$ cat config.mk
export PLATFORM = sky130hd
export DESIGN_NAME = fifo_rr_scheduler_flat
export DESIGN_NICKNAME = d
export VERILOG_FILES = /design/src/rtl/fifo_sched_pkg.sv /design/src/rtl/fifo_rr_scheduler_if.sv /design/src/rtl/fifo_rr_pick.sv /design/src/rtl/fifo_rr_scheduler.sv /design/src/flat_wrapper.sv
export SDC_FILE = /design/constraint.sdc
export NUM_CORES = 1
export LEC_CHECK = 0
export CELL_PAD_IN_SITES_DETAIL_PLACEMENT = 0
export CELL_PAD_IN_SITES_GLOBAL_PLACEMENT = 1
export CORE_ASPECT_RATIO = 1.5
export CORE_MARGIN = 5
export CORE_UTILIZATION = 34
export CTS_BUF_LIST = sky130_fd_sc_hd__clkbuf_8
export DETAILED_ROUTE_END_ITERATION = 8
export PLACE_DENSITY_LB_ADDON = 0.1
export SLEW_MARGIN = 20
export SYNTH_ARGS = -nofsm -noshare
export SYNTH_HDL_FRONTEND = slang
export SYNTH_HIERARCHICAL = 1
export SYNTH_SLANG_ARGS = --single-unit
$ cat constraint.sdc
create_clock -name clk -period 2.12 [get_ports clk]
set_input_delay 0.424 -clock clk [delete_from_list [all_inputs] [get_ports clk]]
set_output_delay 0.424 -clock clk [all_outputs]
set_load 0.01 [all_outputs]
$ cat src/rtl/fifo_sched_pkg.sv
// Shared types for the FIFO round-robin drain scheduler.
//   state_t      : scheduler FSM states
//   qid_w()      : width of a queue index for a given queue count
//   skid_entry_t : one buffered output byte with its source queue id
package fifo_sched_pkg;

  localparam int unsigned DATA_W    = 8;
  localparam int unsigned QID_MAX_W = 8;

  typedef enum logic {
    S_IDLE,
    S_BURST
  } state_t;

  function automatic int unsigned qid_w(input int unsigned num_q);
    return (num_q > 1) ? $clog2(num_q) : 1;
  endfunction

  typedef struct packed {
    logic [DATA_W-1:0]    data;
    logic [QID_MAX_W-1:0] qid;
  } skid_entry_t;

endpackage

$ cat src/rtl/fifo_rr_scheduler_if.sv
// Bundle between the FIFO bank, the scheduler and the downstream consumer.
//   master : scheduler side (drives read strobes and the output stream)
//   slave  : environment side (FIFO bank status/data and consumer ready)
interface fifo_rr_scheduler_if
  import fifo_sched_pkg::*;
#(
  parameter int unsigned NUM_Q = 4,
  parameter int unsigned QID_W = qid_w(NUM_Q)
);

  logic [NUM_Q-1:0]             in_q_enable;
  logic [NUM_Q-1:0]             in_q_empty;
  logic [NUM_Q-1:0]             out_q_read;
  logic [NUM_Q-1:0][DATA_W-1:0] in_q_data;
  logic                         out_valid;
  logic                         in_ready;
  logic [DATA_W-1:0]            out_data;
  logic [QID_W-1:0]             out_qid;

  modport master (
    input  in_q_enable, in_q_empty, in_q_data, in_ready,
    output out_q_read, out_valid, out_data, out_qid
  );

  modport slave (
    output in_q_enable, in_q_empty, in_q_data, in_ready,
    input  out_q_read, out_valid, out_data, out_qid
  );

endinterface

$ cat src/rtl/fifo_rr_pick.sv
// Combinational round-robin picker.
//   eligible : per-queue request mask
//   last     : most recently served index; search starts just after it
//   pick     : one-hot selected queue (zero when none)
//   pick_idx : index of selected queue
//   any      : at least one queue eligible
module fifo_rr_pick
  import fifo_sched_pkg::*;
#(
  parameter int unsigned NUM_Q = 4,
  parameter int unsigned QID_W = qid_w(NUM_Q)
) (
  input  logic [NUM_Q-1:0] eligible,
  input  logic [QID_W-1:0] last,
  output logic [NUM_Q-1:0] pick,
  output logic [QID_W-1:0] pick_idx,
  output logic             any
);

  logic [QID_W-1:0] cand;

  // The search visits last+1 .. last+NUM_Q, so 'last' itself is checked last.
  always_comb begin
    pick     = '0;
    pick_idx = '0;
    any      = 1'b0;
    cand     = '0;
    for (int unsigned k = 1; k <= NUM_Q; k++) begin
      cand = QID_W'((32'(last) + k) % NUM_Q);
      if (!any && eligible[cand]) begin
        any      = 1'b1;
        pick_idx = cand;
      end
    end
    pick[pick_idx] = any;
  end

endmodule

$ cat src/rtl/fifo_rr_scheduler.sv
// Drain scheduler for NUM_Q byte FIFOs: round-robin with bounded bursts,
// merging returned bytes into one valid/ready stream tagged with queue id.
//   clk, rst : clock, synchronous active-high reset
//   bus      : master side of fifo_rr_scheduler_if (strobes, data, stream)
module fifo_rr_scheduler
  import fifo_sched_pkg::*;
#(
  parameter int unsigned NUM_Q     = 4,
  parameter int unsigned BURST_MAX = 4
) (
  input logic                 clk,
  input logic                 rst,
  fifo_rr_scheduler_if.master bus
);

  localparam int unsigned QID_W = qid_w(NUM_Q);
  localparam int unsigned BC_W  = $clog2(BURST_MAX + 1);

  state_t            state, state_nx;
  logic [QID_W-1:0]  grant, grant_nx;
  logic [QID_W-1:0]  rr_ptr, rr_ptr_nx;
  logic [BC_W-1:0]   burst, burst_nx;

  logic [NUM_Q-1:0]  eligible;
  logic [QID_W-1:0]  pick_last;
  logic [NUM_Q-1:0]  pick_oh;
  logic [QID_W-1:0]  pick_idx;
  logic              pick_any;

  logic              credit;
  logic              read_en;
  logic [QID_W-1:0]  read_idx;
  logic [NUM_Q-1:0]  read_vec;

  logic              inflight;
  logic [QID_W-1:0]  inflight_qid;
  logic [DATA_W-1:0] cap_data;

  skid_entry_t       skid_mem [2];
  skid_entry_t       skid_head;
  logic              skid_rd, skid_wr;
  logic [1:0]        skid_cnt;
  logic              accept, push, pop;
  logic              unused_qid_bits;

  assign eligible  = bus.in_q_enable & ~bus.in_q_empty;
  assign pick_last = (state == S_BURST) ? grant : rr_ptr;

  fifo_rr_pick #(
    .NUM_Q (NUM_Q),
    .QID_W (QID_W)
  ) u_pick (
    .eligible (eligible),
    .last     (pick_last),
    .pick     (pick_oh),
    .pick_idx (pick_idx),
    .any      (pick_any)
  );

  // Every issued read has a guaranteed slot: skid plus in-flight never exceeds 2.
  assign credit = (32'(skid_cnt) + 32'(inflight)) < 2;

  always_comb begin
    state_nx  = state;
    grant_nx  = grant;
    rr_ptr_nx = rr_ptr;
    burst_nx  = burst;
    read_en   = 1'b0;
    read_idx  = grant;
    read_vec  = '0;
    case (state)
      S_IDLE: begin
        if (credit && pick_any) begin
          read_en  = 1'b1;
          read_idx = pick_idx;
          read_vec = pick_oh;
          grant_nx = pick_idx;
          burst_nx = BC_W'(1);
          state_nx = S_BURST;
        end
      end
      S_BURST: begin
        if (credit) begin
          if (eligible[grant] && (burst < BC_W'(BURST_MAX))) begin
            read_en         = 1'b1;
            read_idx        = grant;
            read_vec[grant] = 1'b1;
            burst_nx        = burst + 1'b1;
          end else begin
            // Picker searches from the old grant, so a sole eligible grant is regranted.
            rr_ptr_nx = grant;
            if (pick_any) begin
              read_en  = 1'b1;
              read_idx = pick_idx;
              read_vec = pick_oh;
              grant_nx = pick_idx;
              burst_nx = BC_W'(1);
            end else begin
              burst_nx = '0;
              state_nx = S_IDLE;
            end
          end
        end
      end
      default: state_nx = S_IDLE;
    endcase
  end

  assign bus.out_q_read = rst ? '0 : read_vec;

  always_ff @(posedge clk) begin
    if (rst) begin
      state        <= S_IDLE;
      grant        <= '0;
      rr_ptr       <= QID_W'(NUM_Q - 1);
      burst        <= '0;
      inflight     <= 1'b0;
      inflight_qid <= '0;
      skid_rd      <= 1'b0;
      skid_wr      <= 1'b0;
      skid_cnt     <= '0;
    end else begin
      state    <= state_nx;
      grant    <= grant_nx;
      rr_ptr   <= rr_ptr_nx;
      burst    <= burst_nx;
      inflight <= read_en;
      if (read_en) begin
        inflight_qid <= read_idx;
      end
      if (push) begin
        skid_wr <= ~skid_wr;
      end
      if (pop) begin
        skid_rd <= ~skid_rd;
      end
      skid_cnt <= skid_cnt + 2'(push) - 2'(pop);
    end
  end

  always_ff @(posedge clk) begin
    if (push) begin
      skid_mem[skid_wr] <= '{data: cap_data, qid: QID_MAX_W'(inflight_qid)};
    end
  end

  assign cap_data        = bus.in_q_data[inflight_qid];
  assign skid_head       = skid_mem[skid_rd];
  assign unused_qid_bits = ^skid_head.qid;

  // Returning byte bypasses the skid only when the skid is empty, preserving order.
  always_comb begin
    bus.out_valid = 1'b0;
    bus.out_data  = '0;
    bus.out_qid   = '0;
    if (skid_cnt != 2'd0) begin
      bus.out_valid = 1'b1;
      bus.out_data  = skid_head.data;
      bus.out_qid   = skid_head.qid[QID_W-1:0];
    end else if (inflight) begin
      bus.out_valid = 1'b1;
      bus.out_data  = cap_data;
      bus.out_qid   = inflight_qid;
    end
  end

  assign accept = bus.out_valid & bus.in_ready;
  assign push   = inflight & ~((skid_cnt == 2'd0) & accept);
  assign pop    = (skid_cnt != 2'd0) & accept;

endmodule
$ cat src/flat_wrapper.sv
// flat-port wrapper written by rule: the top's interface ports become plain ports
module fifo_rr_scheduler_flat import fifo_sched_pkg::*;
#(
  parameter int unsigned NUM_Q     = 4,
  parameter int unsigned BURST_MAX = 4
)
  (clk, rst, bus_in_q_enable, bus_in_q_empty, bus_in_q_data, bus_in_ready, bus_out_q_read, bus_out_valid, bus_out_data, bus_out_qid);
  fifo_rr_scheduler_if #(.NUM_Q(NUM_Q)) bus_i ();
  input logic clk;
  input logic rst;
  input wire logic [$bits(bus_i.in_q_enable)-1:0] bus_in_q_enable;
  input wire logic [$bits(bus_i.in_q_empty)-1:0] bus_in_q_empty;
  input wire logic [$bits(bus_i.in_q_data)-1:0] bus_in_q_data;
  input wire logic [$bits(bus_i.in_ready)-1:0] bus_in_ready;
  output wire logic [$bits(bus_i.out_q_read)-1:0] bus_out_q_read;
  output wire logic [$bits(bus_i.out_valid)-1:0] bus_out_valid;
  output wire logic [$bits(bus_i.out_data)-1:0] bus_out_data;
  output wire logic [$bits(bus_i.out_qid)-1:0] bus_out_qid;
  assign bus_i.in_q_enable = bus_in_q_enable;
  assign bus_i.in_q_empty = bus_in_q_empty;
  assign bus_i.in_q_data = bus_in_q_data;
  assign bus_i.in_ready = bus_in_ready;
  assign bus_out_q_read = bus_i.out_q_read;
  assign bus_out_valid = bus_i.out_valid;
  assign bus_out_data = bus_i.out_data;
  assign bus_out_qid = bus_i.out_qid;
  fifo_rr_scheduler #(.NUM_Q(NUM_Q), .BURST_MAX(BURST_MAX)) u_core (.clk(clk), .rst(rst), .bus(bus_i));
endmodule
# After elaboration in Yosys (flattened, before gate mapping)
# Memories as Yosys holds them, arrays and structs flattened. A register that Yosys moved wholly into a read port is not among the register bits.
# Index checks and enable logic that the tools add are counted.
# totals
ff_bits,15
ramBits,20
output_inout_bits,15
mem_count,1
# op_classes
n_addsub,8
order_cmp,11
n_eq_ne,2
muxes,58
bitwise_logic,12
reduce_logical,14
# mem_list
name,words,width,rd,rd_ports_with_merged_regs,write_ports,line_no,text
u_core.skid_mem,2,10,1,1,1,fifo_rr_scheduler.sv:39,skid_entry_t skid_mem [2];
# op_table
op,count
< comparator 32 x 2 -> 1 bit (second input constant),1
2-to-1 mux 8 bit,3
2-to-1 mux 1 bit,23
2-to-1 mux 2 bit,11
< comparator 2 x 3 -> 1 bit (second input constant),7
2-to-1 mux 4 bit,5
binary-select mux 8 bit (select 2 bit),1
binary-select mux 1 bit (select 2 bit),5
2-to-1 mux 3 bit,3
AND 4 bit,2
one-hot mux 4 bit (2 select lines),1
logical AND 1 bit,7
one-hot mux 3 bit (2 select lines),1
inverter 1 bit,5
adder 2 x 1 -> 2 bit (second input constant),2
adder 2 bit (second input constant),2
AND 1 bit,4
demux 1 bit (select 2 bit),2
>= comparator 2 x 1 -> 1 bit (second input constant),2
inverter 4 bit,1
one-hot mux 1 bit (2 select lines),2
one-hot mux 2 bit (2 select lines),1
adder 2 x 1 -> 3 bit,1
adder 3 x 1 -> 3 bit (second input constant),1
other kinds (10),12

# Depth between registers and ports, before layout
# depth
word_depth,24
mapped_depth,9
depth_no_buf,9

# By module
# Netlist, hierarchy kept.
# by_module_without_submodules
module,instances,cells_each,area_each_um2
fifo_rr_scheduler,1,174,1943.1
fifo_rr_pick,1,30,201.4

# Least setup slack after synthesis
# OpenSTA, ideal clock, no wires.
# synth_path
kind,input port to output port
start,input bus_in_q_empty[1]
end,output bus_out_q_read[2]
t_arrival_ns,1.828
required_time_ns,1.696
setup_slack_ns,-0.132
path_stages,5
path_buffers,0
path_cell_list,nand2b_1 > a221oi_4 > nand2_2 > or4b_4 > o2bb2ai_1
# synth_between
elab_chain_cells,24
word_cells_on_any_way,40
classes_between,order compare (2); mux (26); bitwise (3); reduce/logical (9)
# synth_lines
element,line_no,text
from (decl),flat_wrapper.sv:12,input wire logic [$bits(bus_i.in_q_empty)-1:0] bus_in_q_empty;
inverter 4 bit (*),fifo_rr_scheduler.sv:46,assign eligible = bus.in_q_enable & ~bus.in_q_empty;
AND 4 bit (*),fifo_rr_scheduler.sv:46,
binary-select mux 1 bit (select 2 bit),fifo_rr_pick.sv:30,if (!any && eligible[cand]) begin
2-to-1 mux 1 bit (not written as such),fifo_rr_pick.sv:30,
2-to-1 mux 1 bit,fifo_rr_pick.sv:30,
logical NOT 1 bit,fifo_rr_pick.sv:30,
logical AND 1 bit,fifo_rr_pick.sv:30,
2-to-1 mux 1 bit,fifo_rr_pick.sv:30,
[... 8 more ...],n/a,
2-to-1 mux 1 bit (not written as such),fifo_rr_pick.sv:35,pick[pick_idx] = any;
demux 1 bit (select 2 bit),fifo_rr_pick.sv:35,
AND 4 bit (no source line),n/a,
2-to-1 mux 4 bit,fifo_rr_scheduler.sv:92,if (pick_any) begin
2-to-1 mux 4 bit,fifo_rr_scheduler.sv:84,if (eligible[grant] && (burst < BC_W'(BURST_MAX))) begin
2-to-1 mux 4 bit,fifo_rr_scheduler.sv:83,if (credit) begin
one-hot mux 4 bit (2 select lines) (*),fifo_rr_scheduler.sv:71,case (state)
2-to-1 mux 4 bit (*),fifo_rr_scheduler.sv:109,assign bus.out_q_read = rst ? '0 : read_vec;
to (decl),flat_wrapper.sv:15,output wire logic [$bits(bus_i.out_q_read)-1:0] bus_out_q_read;
# Every way passes the cells marked *; elsewhere a longest branch is shown, timed or not. The select of a mux whose other input is x is not followed.

# Worst setup path in the final report
# layout_path
start,input bus_in_q_empty[0]
end,output bus_out_q_read[3]
# Same word-level chain as after synthesis.

==> results.md <==
GRT:
- The global-route track usage on met2 is between 20% and 30%.
- The met1 track utilization from global routing is 14.78%.
- The initial antenna violation count is 0.
- The total global-route track usage is between 10% and 20%.
- The first global-routing pass estimated about 9.2 mm of wire.
- The via count of the first global-routing pass is around 2000.
- The largest net degree at the start of global routing is 23.
- The sum of overflow across all layers after global routing is 0.
- The met3 routing resource usage after global routing is 3.178%.
- In this run the most used layer during global routing was met2.

Placement:
- The final RePlAce weighted congestion is approximately 0.79.
- Once placement completed, the tool counted placed cells totaling between 300 and 400.
- The post-place instance area is 0.003208 sq mm.
- The count of buffers added on input and output ports is 57.
- At the placement stage, the worst setup path has a slack of -960.8 ps.
- Detailed placement ended at an HPWL of 4.440 mm.

Layout:
- From synthesis to final layout, the design area changed by 62.19%.
- The share of layout cells above drive strength 1 is around two fifths.
- 0 antenna diodes ended up in the layout.
- The filler-free cell count of the finished design is roughly 400.
- Summing all non-filler instances in the final layout gives an area of about 0.0035 sq mm.
- Counting the fill cells in the layout gives between 500 and 600.
- The number of nets in the finished design is 367.
- The core utilization of the finished layout is 56.73%.

Floorplan:
- The full die area is roughly 0.0080 sq mm.
- The floorplan die width is 74.85 um.
- The boundary pin count is 58.
- The floorplan step set the die height to 107.3 um.
- The core region is 0.006131 sq mm.
- The standard-cell row count is 35.
- The initial core utilization is a little over a third.

CTS:
- The number of buffers inserted during clock tree synthesis is 5.
- CTS placed an instance of sky130_fd_sc_hd__clkbuf_8 at the clock tree root.
- The number of sinks on the clock net is 36.
- After clock tree synthesis, the clock-pin slew on the worst setup and hold paths is ~80 ps.
- The CTS tree is done.
- The count of H-tree levels built during CTS is 2.
- The clock tree buffer depth is 2.
- Clock latency on the worst-skew pair, taken at its later pin, is between 200 and 300 ps.

Synth:
- The dominant combinational cell family by area after synthesis is simple AND/OR/NAND/NOR gates.
- Of the total synthesized cell area, the portion taken by XOR and XNOR cells is under 10%.
- The number of nets produced by synthesis is 250.
- After synthesis, the share of cell area in mux cells is between 10% and 20%.
- Among all flip-flop cells after synthesis, the most frequent one is sky130_fd_sc_hd__edfxtp_1.
- The average instance in the mapped netlist occupies 10.51 sq um.
- The top cell type by area accounts for between 20 and 30% of the synthesized area.
- The number of different library cells used by synthesis comes to 50.
- For this run, the number of Yosys warnings is 6.
- The area fraction in compound gates after synthesis is roughly 16%.
- For this run, asynchronously set or reset flops after synthesis account for 0%.
- The post-synthesis instance area is between 0.002 and 0.0025 sq mm.
- The synthesized netlist devotes between 15 and 20% of its cell area to simple gates.
- The biggest area contributor in the post-synthesis netlist is sky130_fd_sc_hd__edfxtp_1.
- The number of enable-type register cells in the synthesized netlist is 20.
- The count of state elements after synthesis is 36.
- After synthesis, the most frequently instantiated cells are sky130_fd_sc_hd__edfxtp_1 (20), sky130_fd_sc_hd__nor2_1 (17), sky130_fd_sc_hd__dfxtp_1 (16).
- The share of the Yosys chip area taken by registers is between 40% and 50%.
- In the synthesized netlist, the number of instances is between 200 and 250.
- Yosys attributes the largest share of cell area to sky130_fd_sc_hd__edfxtp_1 (28%), sky130_fd_sc_hd__dfxtp_1 (15%), sky130_fd_sc_hd__mux4_2 (8.4%).
- The library cell with the highest instance count after synthesis is sky130_fd_sc_hd__edfxtp_1.
- The synthesized netlist devotes 1.750% of its cell area to adder and majority cells.

Outcome:
- The run finished, with violations left.
- The final reports fail on negative setup slack.

Drt:
- After detailed routing, the average wire length per cell comes to around 15 um.
- The initial DRC count is roughly 70.
- The total number of vias is slightly below 2000.
- In the routed layout, each cell is associated on average with a via count of about 5.
- For this run, design rule violations remaining after detail routing come to 0.
- Summed over all layers, the routed wires come to approximately 5.8 mm.
- The number of nets with antenna violations after detailed routing is 0.
- The number of detailed-routing iterations run before antenna repair is 4.

Worst setup path:
- The required time at the endpoint of the critical path is 1700 ps.
- The type of origin of the critical path is an input pin.
- The category of the critical setup timing path is input pin to primary output.
- Along the worst path, the maximum fanout reaches 2.
- The arrival time reported for the critical path endpoint is approximately 2000 ps.
- STA classifies the critical path endpoint as a primary output.

Pwr:
- Dividing total power by cell area gives a power density of roughly 1100 mW/mm^2.
- In this run the static leakage power is ~1.4 nW.
- The worst-case IR drop observed on VDD is 0.4309 mV.
- The overall power of the completed layout is around 3.8 mW.

Timing:
- The number of hold violations in the final report came to 0.
- The time the final worst path needs with I/O delays and setup is approximately 2400 ps.
- The maximum operating frequency is between 400 and 500 MHz.
- The total setup violations reported at the end of the flow is 4.
- The worst hold-check slack is approximately 460 ps.
- The post-route worst setup slack is -259.1 ps.
- For the final database, setup skew stands at about 8.7 ps.
- In the finished design, the share of the clock period the worst path needs comes to 112.2%.
- The relative max-transition margin is 74.20%.
- The max-slew violation total from the final report was 0.
- The summed negative setup slack over all endpoints is -818.3 ps.
- For the pin with the worst max-slew slack, the measured transition is ~390 ps.
- Setup repair after global routing could not meet its margin everywhere.

Hold path:
- The path class of the tightest hold or removal check is flip-flop to flip-flop.

Flow run:
- The tool flagged a number of max-cap violations equal to 0.
## final timing paths
| kind | slack (ps) | to | cells past startpoint | start |
|---|---|---|---|---|
| worst min register to register | 460 | u_core/burst[1] | 2 | u_core/burst[1] |
| worst min-delay path | 460 | u_core/burst[1] | 2 | u_core/burst[1] |
| worst max register to register | 60 | u_core/grant[1] | 10 | u_core/grant[0] |
| worst max-delay path | -260 | bus_out_q_read[3] | 7 | bus_in_q_empty[0] |
## layer usage
layer  up-vias  share of wire (%)
met5         -                  0
met4         0                2.7
met3        10                6.3
met2        54                 57
met1       924                 34
li1        993                  -
## layout by cell type (no fill, tap or decap), types with 4 or more instances in the layout
| master | n |
|---|---|
| sky130_fd_sc_hd__mux2i_1 | 11 |
| sky130_fd_sc_hd__buf_6 | 11 |
| sky130_fd_sc_hd__a21oi_1 | 8 |
| sky130_fd_sc_hd__nor2b_4 | 5 |
| sky130_fd_sc_hd__buf_4 | 56 |
| sky130_fd_sc_hd__clkdlybuf4s50_1 | 35 |
| sky130_fd_sc_hd__nand2_1 | 9 |
| sky130_fd_sc_hd__nand3_1 | 9 |
| sky130_fd_sc_hd__nor2_1 | 17 |
| sky130_fd_sc_hd__dfxtp_1 | 11 |
| sky130_fd_sc_hd__edfxtp_1 | 20 |
| sky130_fd_sc_hd__buf_2 | 10 |
| sky130_fd_sc_hd__nor2b_1 | 6 |
| sky130_fd_sc_hd__dfxtp_2 | 4 |
| sky130_fd_sc_hd__o21ai_0 | 7 |
| sky130_fd_sc_hd__mux4_2 | 8 |
| sky130_fd_sc_hd__nand2b_1 | 5 |
| sky130_fd_sc_hd__inv_1 | 11 |
| sky130_fd_sc_hd__dlygate4sd2_1 | 9 |
| sky130_fd_sc_hd__clkbuf_8 | 5 |
## where the power goes
part | leakage [nW] | total (mW) | switching, mW | internal, mW
clock | 0.0479 | 0.476 | 0.247 | 0.229
combinational | 1.07 | 2.31 | 1.04 | 1.27
sequential | 0.318 | 1.05 | 0.0978 | 0.950
total | 1.43 | 3.83 | 1.39 | 2.45
## repair_timing
item | 4_1_cts | 5_1_grt
buffers inserted | 7 | 7
pin swaps | 6 | 8
resized for setup | 89 | 17
endpoints found under the setup margin | 16 | 10
hold buffers | 0 | 0
## final cells by class
type,count,area [sq um],share of cell area (%)
well taps,74,92.59,2.662
clock buffers,5,68.82,1.978
flip-flops and latches,36,929.6,26.73
inverters,11,41.29,1.187
repair buffers,123,1054,30.29
multi-input cells,144,1274,36.62
clock inverters,3,18.77,0.5396
## state kept, by name, summed over array words and instances, names as in the netlist, named ones only
register	cells
u_core/burst	3
u_core/skid_wr	1
u_core/state	1
u_core/skid_rd	1
u_core/skid_mem	20
u_core/inflight_qid	2
u_core/inflight	1
u_core/skid_cnt	2
u_core/grant	2
u_core/rr_ptr	2
## cells by family after synthesis
| kind of cell | after synthesis |
|---|---|
| AO/OA/AOI/OAI | 46 |
| XOR/XNOR | 4 |
| adder cells (fa/ha/maj) | 3 |
| buffers and inverters | 24 |
| flip-flops | 36 |
| multiplexers | 21 |
| AND/OR/NAND/NOR | 70 |
## critical path, cell delays in order
cell                            delay [ps]
sky130_fd_sc_hd__dlygate4sd2_1         230
sky130_fd_sc_hd__nand2b_4              140
sky130_fd_sc_hd__a221oi_4              250
sky130_fd_sc_hd__nand2_2               100
sky130_fd_sc_hd__or4b_4                530
sky130_fd_sc_hd__o2bb2ai_4             160
sky130_fd_sc_hd__buf_6                 110
Note: power is estimated with default switching activity, not from simulation.
==> edit 1, RTL diff (config.mk and constraints unchanged) <==
`BURST_MAX` is set to 4 in 2 places; all go to 8.
--- a/src/rtl/fifo_rr_scheduler.sv
+++ b/src/rtl/fifo_rr_scheduler.sv
@@ -6,7 +6,7 @@
   import fifo_sched_pkg::*;
 #(
   parameter int unsigned NUM_Q     = 4,
-  parameter int unsigned BURST_MAX = 4
+  parameter int unsigned BURST_MAX = 8
 ) (
   input logic                 clk,
   input logic                 rst,
--- a/src/flat_wrapper.sv
+++ b/src/flat_wrapper.sv
@@ -2,7 +2,7 @@
 module fifo_rr_scheduler_flat import fifo_sched_pkg::*;
 #(
   parameter int unsigned NUM_Q     = 4,
-  parameter int unsigned BURST_MAX = 4
+  parameter int unsigned BURST_MAX = 8
 )
   (clk, rst, bus_in_q_enable, bus_in_q_empty, bus_in_q_data, bus_in_ready, bus_out_q_read, bus_out_valid, bus_out_data, bus_out_qid);
   fifo_rr_scheduler_if #(.NUM_Q(NUM_Q)) bus_i ();
Formal check against the unedited RTL: no difference found for any inputs over 4 cycles, from zero or initial values and one cycle with rst high; that may be too few to reach the edited logic, so the function may still have changed.
==> edit 1 against the unedited design <==
The run still ends with setup timing left; sequential cell count increased by 1; final area increased by 1.5%; worst hold slack improved by 0.031 ns; wire length increased by 7.1%; register-to-register slack improved by 0.11 ns; first-iteration DRC count decreased by 39%; worst setup slack improved by 0.19 ns; synthesized area increased by 3.1%; total power increased by 6.2%; global-route usage increased by 0.89 points.
==> edit 1: results (changes against the unedited design) <==
leakage power total 1.43 nW (about the same); multi-input combinational area share 36.0% (was 36.6%); CP max stage delay 0.36 ns (was 0.53 ns); post-synthesis cell count 208 (was 204); Yosys cell types 57 (was 50); share of cells above drive strength 1 42.9% (was 41.0%); final setup margin -0.0657 ns (was -0.259 ns); vias post-DR 2067 (was 1981); sequential area share after synthesis 42.6% (was 42.9%); CP startpoint u_core/state (was bus_in_q_empty[0]); HPWL Detailed 4.61 mm (was 4.44 mm); Slowest-stage cell, CP dfxtp_2 (was or4b_4); Non-clock buffers 128 (was 123); Hold Crit Start u_core/burst[3] (was u_core/burst[1]); failing checks setup timing (unchanged); kind of cell with the highest combined delay on the critical path compound AO/OA/AOI/OAI gates (was simple AND/OR/NAND/NOR gates); WL per Instance 15.2 um (was 14.6 um); run status finished with violations (unchanged); invs w/o clock 8 (was 11); final setup fails 4 (unchanged); top cells by area, synth edfxtp_1 (27%), dfxtp_1 (15%), mux4_2 (8.1%) (was edfxtp_1 (28%), dfxtp_1 (15%), mux4_2 (8.4%)); maximum VDD drop 511 uV (was 431 uV); # fillers 620 (was 568); P_sw 1.52 mW (was 1.39 mW); Multi-In Gates 150 (was 144); Max-slew headroom 68.3% (was 74.2%); Crit Path Max Fanout 3 (was 2); syn_nets 254 (was 250)
edit 1: power by group through the flow:
stage	logic, mW	registers [mW]	clock network (mW)
floorplan	1.26	1.04	0
global placement	2.32	1.10	0
detailed placement	2.33	1.11	0
CTS	2.42	1.10	0.499
global route	2.74	1.12	0.535
finish	2.49	1.10	0.479
edit 1: worst paths after layout:
path,endpoint,slack [ns],cells past startpoint
setup / recovery,bus_out_q_read[0],-0.07,7
hold / removal,u_core/burst[3],0.49,2
setup reg to reg,u_core/inflight_qid[0],0.17,8
hold reg to reg,u_core/burst[3],0.49,2
edit 1: cells by family after synthesis:
family                     Yosys count  synth area share, %
and+or+nand+nor                     70                 16.5
adders and majority gates            3                 1.70
AOI/OAI and AO/OA                   51                 18.7
buffers and inverters               21                 4.36
muxes                               22                 14.6
xor gates and xnor gates             4                 1.58
DFF                                 37                 42.6
edit 1: layer usage:
layer / part of all wire [%] / vias to the layer above / routed length (um) / global-route usage (%)
met2: 56 / 60 / 3470 / 30.1
li1: - / 1024 / - / -
met1: 34 / 969 / 2100 / 14.9
met5: 0 / - / 0 / 0
met4: 3.4 / 0 / 208 / 7.50
met3: 6.7 / 14 / 415 / 3.97
edit 1: stage by stage:
stage          area, um2  worst slack (ns)  power (mW)  TNS [ns]
3_3_place_gp        3230            -0.728        3.43     -5.76
5_1_grt             3530            -0.144        4.39    -0.539
6_report            3530           -0.0657        4.07    -0.182
4_1_cts             3490           -0.0750        4.03    -0.240
2_1_floorplan       2220            0.0226        2.30         0
3_5_place_dp        3230            -0.739        3.43     -5.91
edit 1: timing repair:
action,4_1_cts,5_1_grt
endpoints found under the setup margin,14,8
setup buffers,17,4
pin swaps,21,12
gates resized for setup,101,14
==> edit 2, RTL diff (same settings) <==
Made on the original files. Reset style: asynchronous (`rst`), changed in one clocked block. Comments in the files are not updated.
--- a/src/rtl/fifo_rr_scheduler.sv
+++ b/src/rtl/fifo_rr_scheduler.sv
@@ -108,7 +108,7 @@
 
   assign bus.out_q_read = rst ? '0 : read_vec;
 
-  always_ff @(posedge clk) begin
+  always_ff @(posedge clk or posedge rst) begin
     if (rst) begin
       state        <= S_IDLE;
       grant        <= '0;
Formal check against the unedited RTL: differs if rst is asserted again (counterexample within 4 cycles, from zero or initial values and one cycle with rst high); with rst held inactive, the same outputs for 4 cycles.
==> edit 2 against the unedited design <==
The flow still finishes with violations (setup timing); maximum frequency fell by 2.1%; clock skew fell by 0.0026 ns; worst hold slack improved by 0.037 ns; worst setup slack got worse by 0.050 ns; global-route usage rose by 0.68 points; final area fell by 2.8%; total power rose by 8.3%; sequential cell count fell by 1; wire length rose by 3.7%; final cell count fell by 5.8%; synthesized area fell by 0.18%; sequential power rose by 12%; critical endpoint unchanged; largest power group unchanged.
==> edit 2: results (changes against the unedited design) <==
Placed Instances 347 (was 375); Adder-Cell Fraction of Synth Area 1.75% (about the same); maximum VDD drop 513 uV (was 431 uV); Layout Nets 344 (was 367); Reg power frac 28.4% (was 27.3%); final RePlAce weighted congestion 0.849 (was 0.789); Hold Crit Start u_core/skid_wr (was u_core/burst[1]); leakage power total 1.45 nW (was 1.43 nW); DR pass1 iterations 4 (unchanged); worst reg2reg path startpoint u_core/state (was u_core/grant[0]); Clk. pwr 0.442 mW (was 0.476 mW); xor and xnor area share after synthesis 1.64% (was 1.63%); antenna cells 0 (unchanged); critical path arrival 2.01 ns (was 1.96 ns); TNS Setup -1.28 ns (was -0.818 ns); Crit Path Max Fanout 3 (was 2); Int Pwr 2.62 mW (was 2.45 mW); share of cells above drive strength 1 40.1% (was 41.0%); final setup fails 9 (was 4); vias in the first global route 2118 (was 2004); run status finished with violations (unchanged); failing checks setup timing (unchanged); reg2reg path depth 7 (was 10); Placement Cell Area 3110 um2 (was 3210 um2); Hold Path End u_core/skid_wr (was u_core/burst[1]); CP startpoint bus_in_q_enable[2] (was bus_in_q_empty[0]); pre-CTS setup slack -0.940 ns (was -0.961 ns); Slew @ Worst Pin 0.609 ns (was 0.387 ns); Synth top cells by count edfxtp_1 (20), o21ai_0 (14), dfrtp_1 (13) (was edfxtp_1 (20), nor2_1 (17), dfxtp_1 (16), nand3_1 (12)); Hold Crit Depth 1 (was 2); Synth Area in Compound Gates 15.0% (was 16.3%); r2r endpoint u_core/inflight_qid[1] (was u_core/grant[1]); gr usage total 15.6% (was 14.9%); kind of cell with the highest combined delay on the critical path buffers and inverters (was simple AND/OR/NAND/NOR gates); hold_ws 0.492 ns (was 0.456 ns); Post-Layout Cell Count 373 (was 396); Power Dens Cells 1230 nW/um2 (was 1100 nW/um2); Slowest-stage cell, CP mux4_2 (was or4b_4); # fillers 565 (was 568); CP max stage delay 0.49 ns (was 0.53 ns); HPWL Detailed 4.58 mm (was 4.44 mm); drt initial violations 62 (was 72); DR vias/cell 5.15 (was 5.00); Post-synth ARST share 42.9% (was 0%); Yosys cell types 49 (was 50); Setup Skew 0.00608 ns (was 0.00872 ns); final setup margin -0.309 ns (was -0.259 ns); Worst-path clk slew 0.06 ns (was 0.08 ns); syn_nets 231 (was 250)
[edit 2: cell type report]
class	count	area (um2)	share of cell area, %
Timing Repair Buffer	117	1020	30.3
Sequential cell	35	978	29.0
Tap cell	74	92.6	2.74
Clock buffer	5	68.8	2.04
Clock inverter	3	12.5	0.370
Multi-Input combinational cell	127	1160	34.3
Inverter	12	45.0	1.33
[edit 2: layer usage]
layer	part of all wire (%)	GRT usage (%)	vias up	routed length, um
li1	-	-	929	-
met1	35	15.8	919	2120
met2	57	29.7	63	3380
met3	6.4	3.38	10	381
met4	1.7	5.98	0	102
met5	0	0	-	0
[edit 2: worst register-to-register path: stages (launching register included)]
cell	delay, ns
dfrtp_1	0.44
mux2_4	0.37
nand2b_4	0.16
a22o_1	0.18
a221oi_2	0.30
and3_1	0.23
a221oi_1	0.07
o31ai_1	0.23
[edit 2: what timing repair did]
item	4_1_cts	5_1_grt
setup endpoints to repair	16	14
hold buffers	0	0
gates cloned	0	0
pin swaps	10	9
setup buffers	14	7
resized for setup	93	14
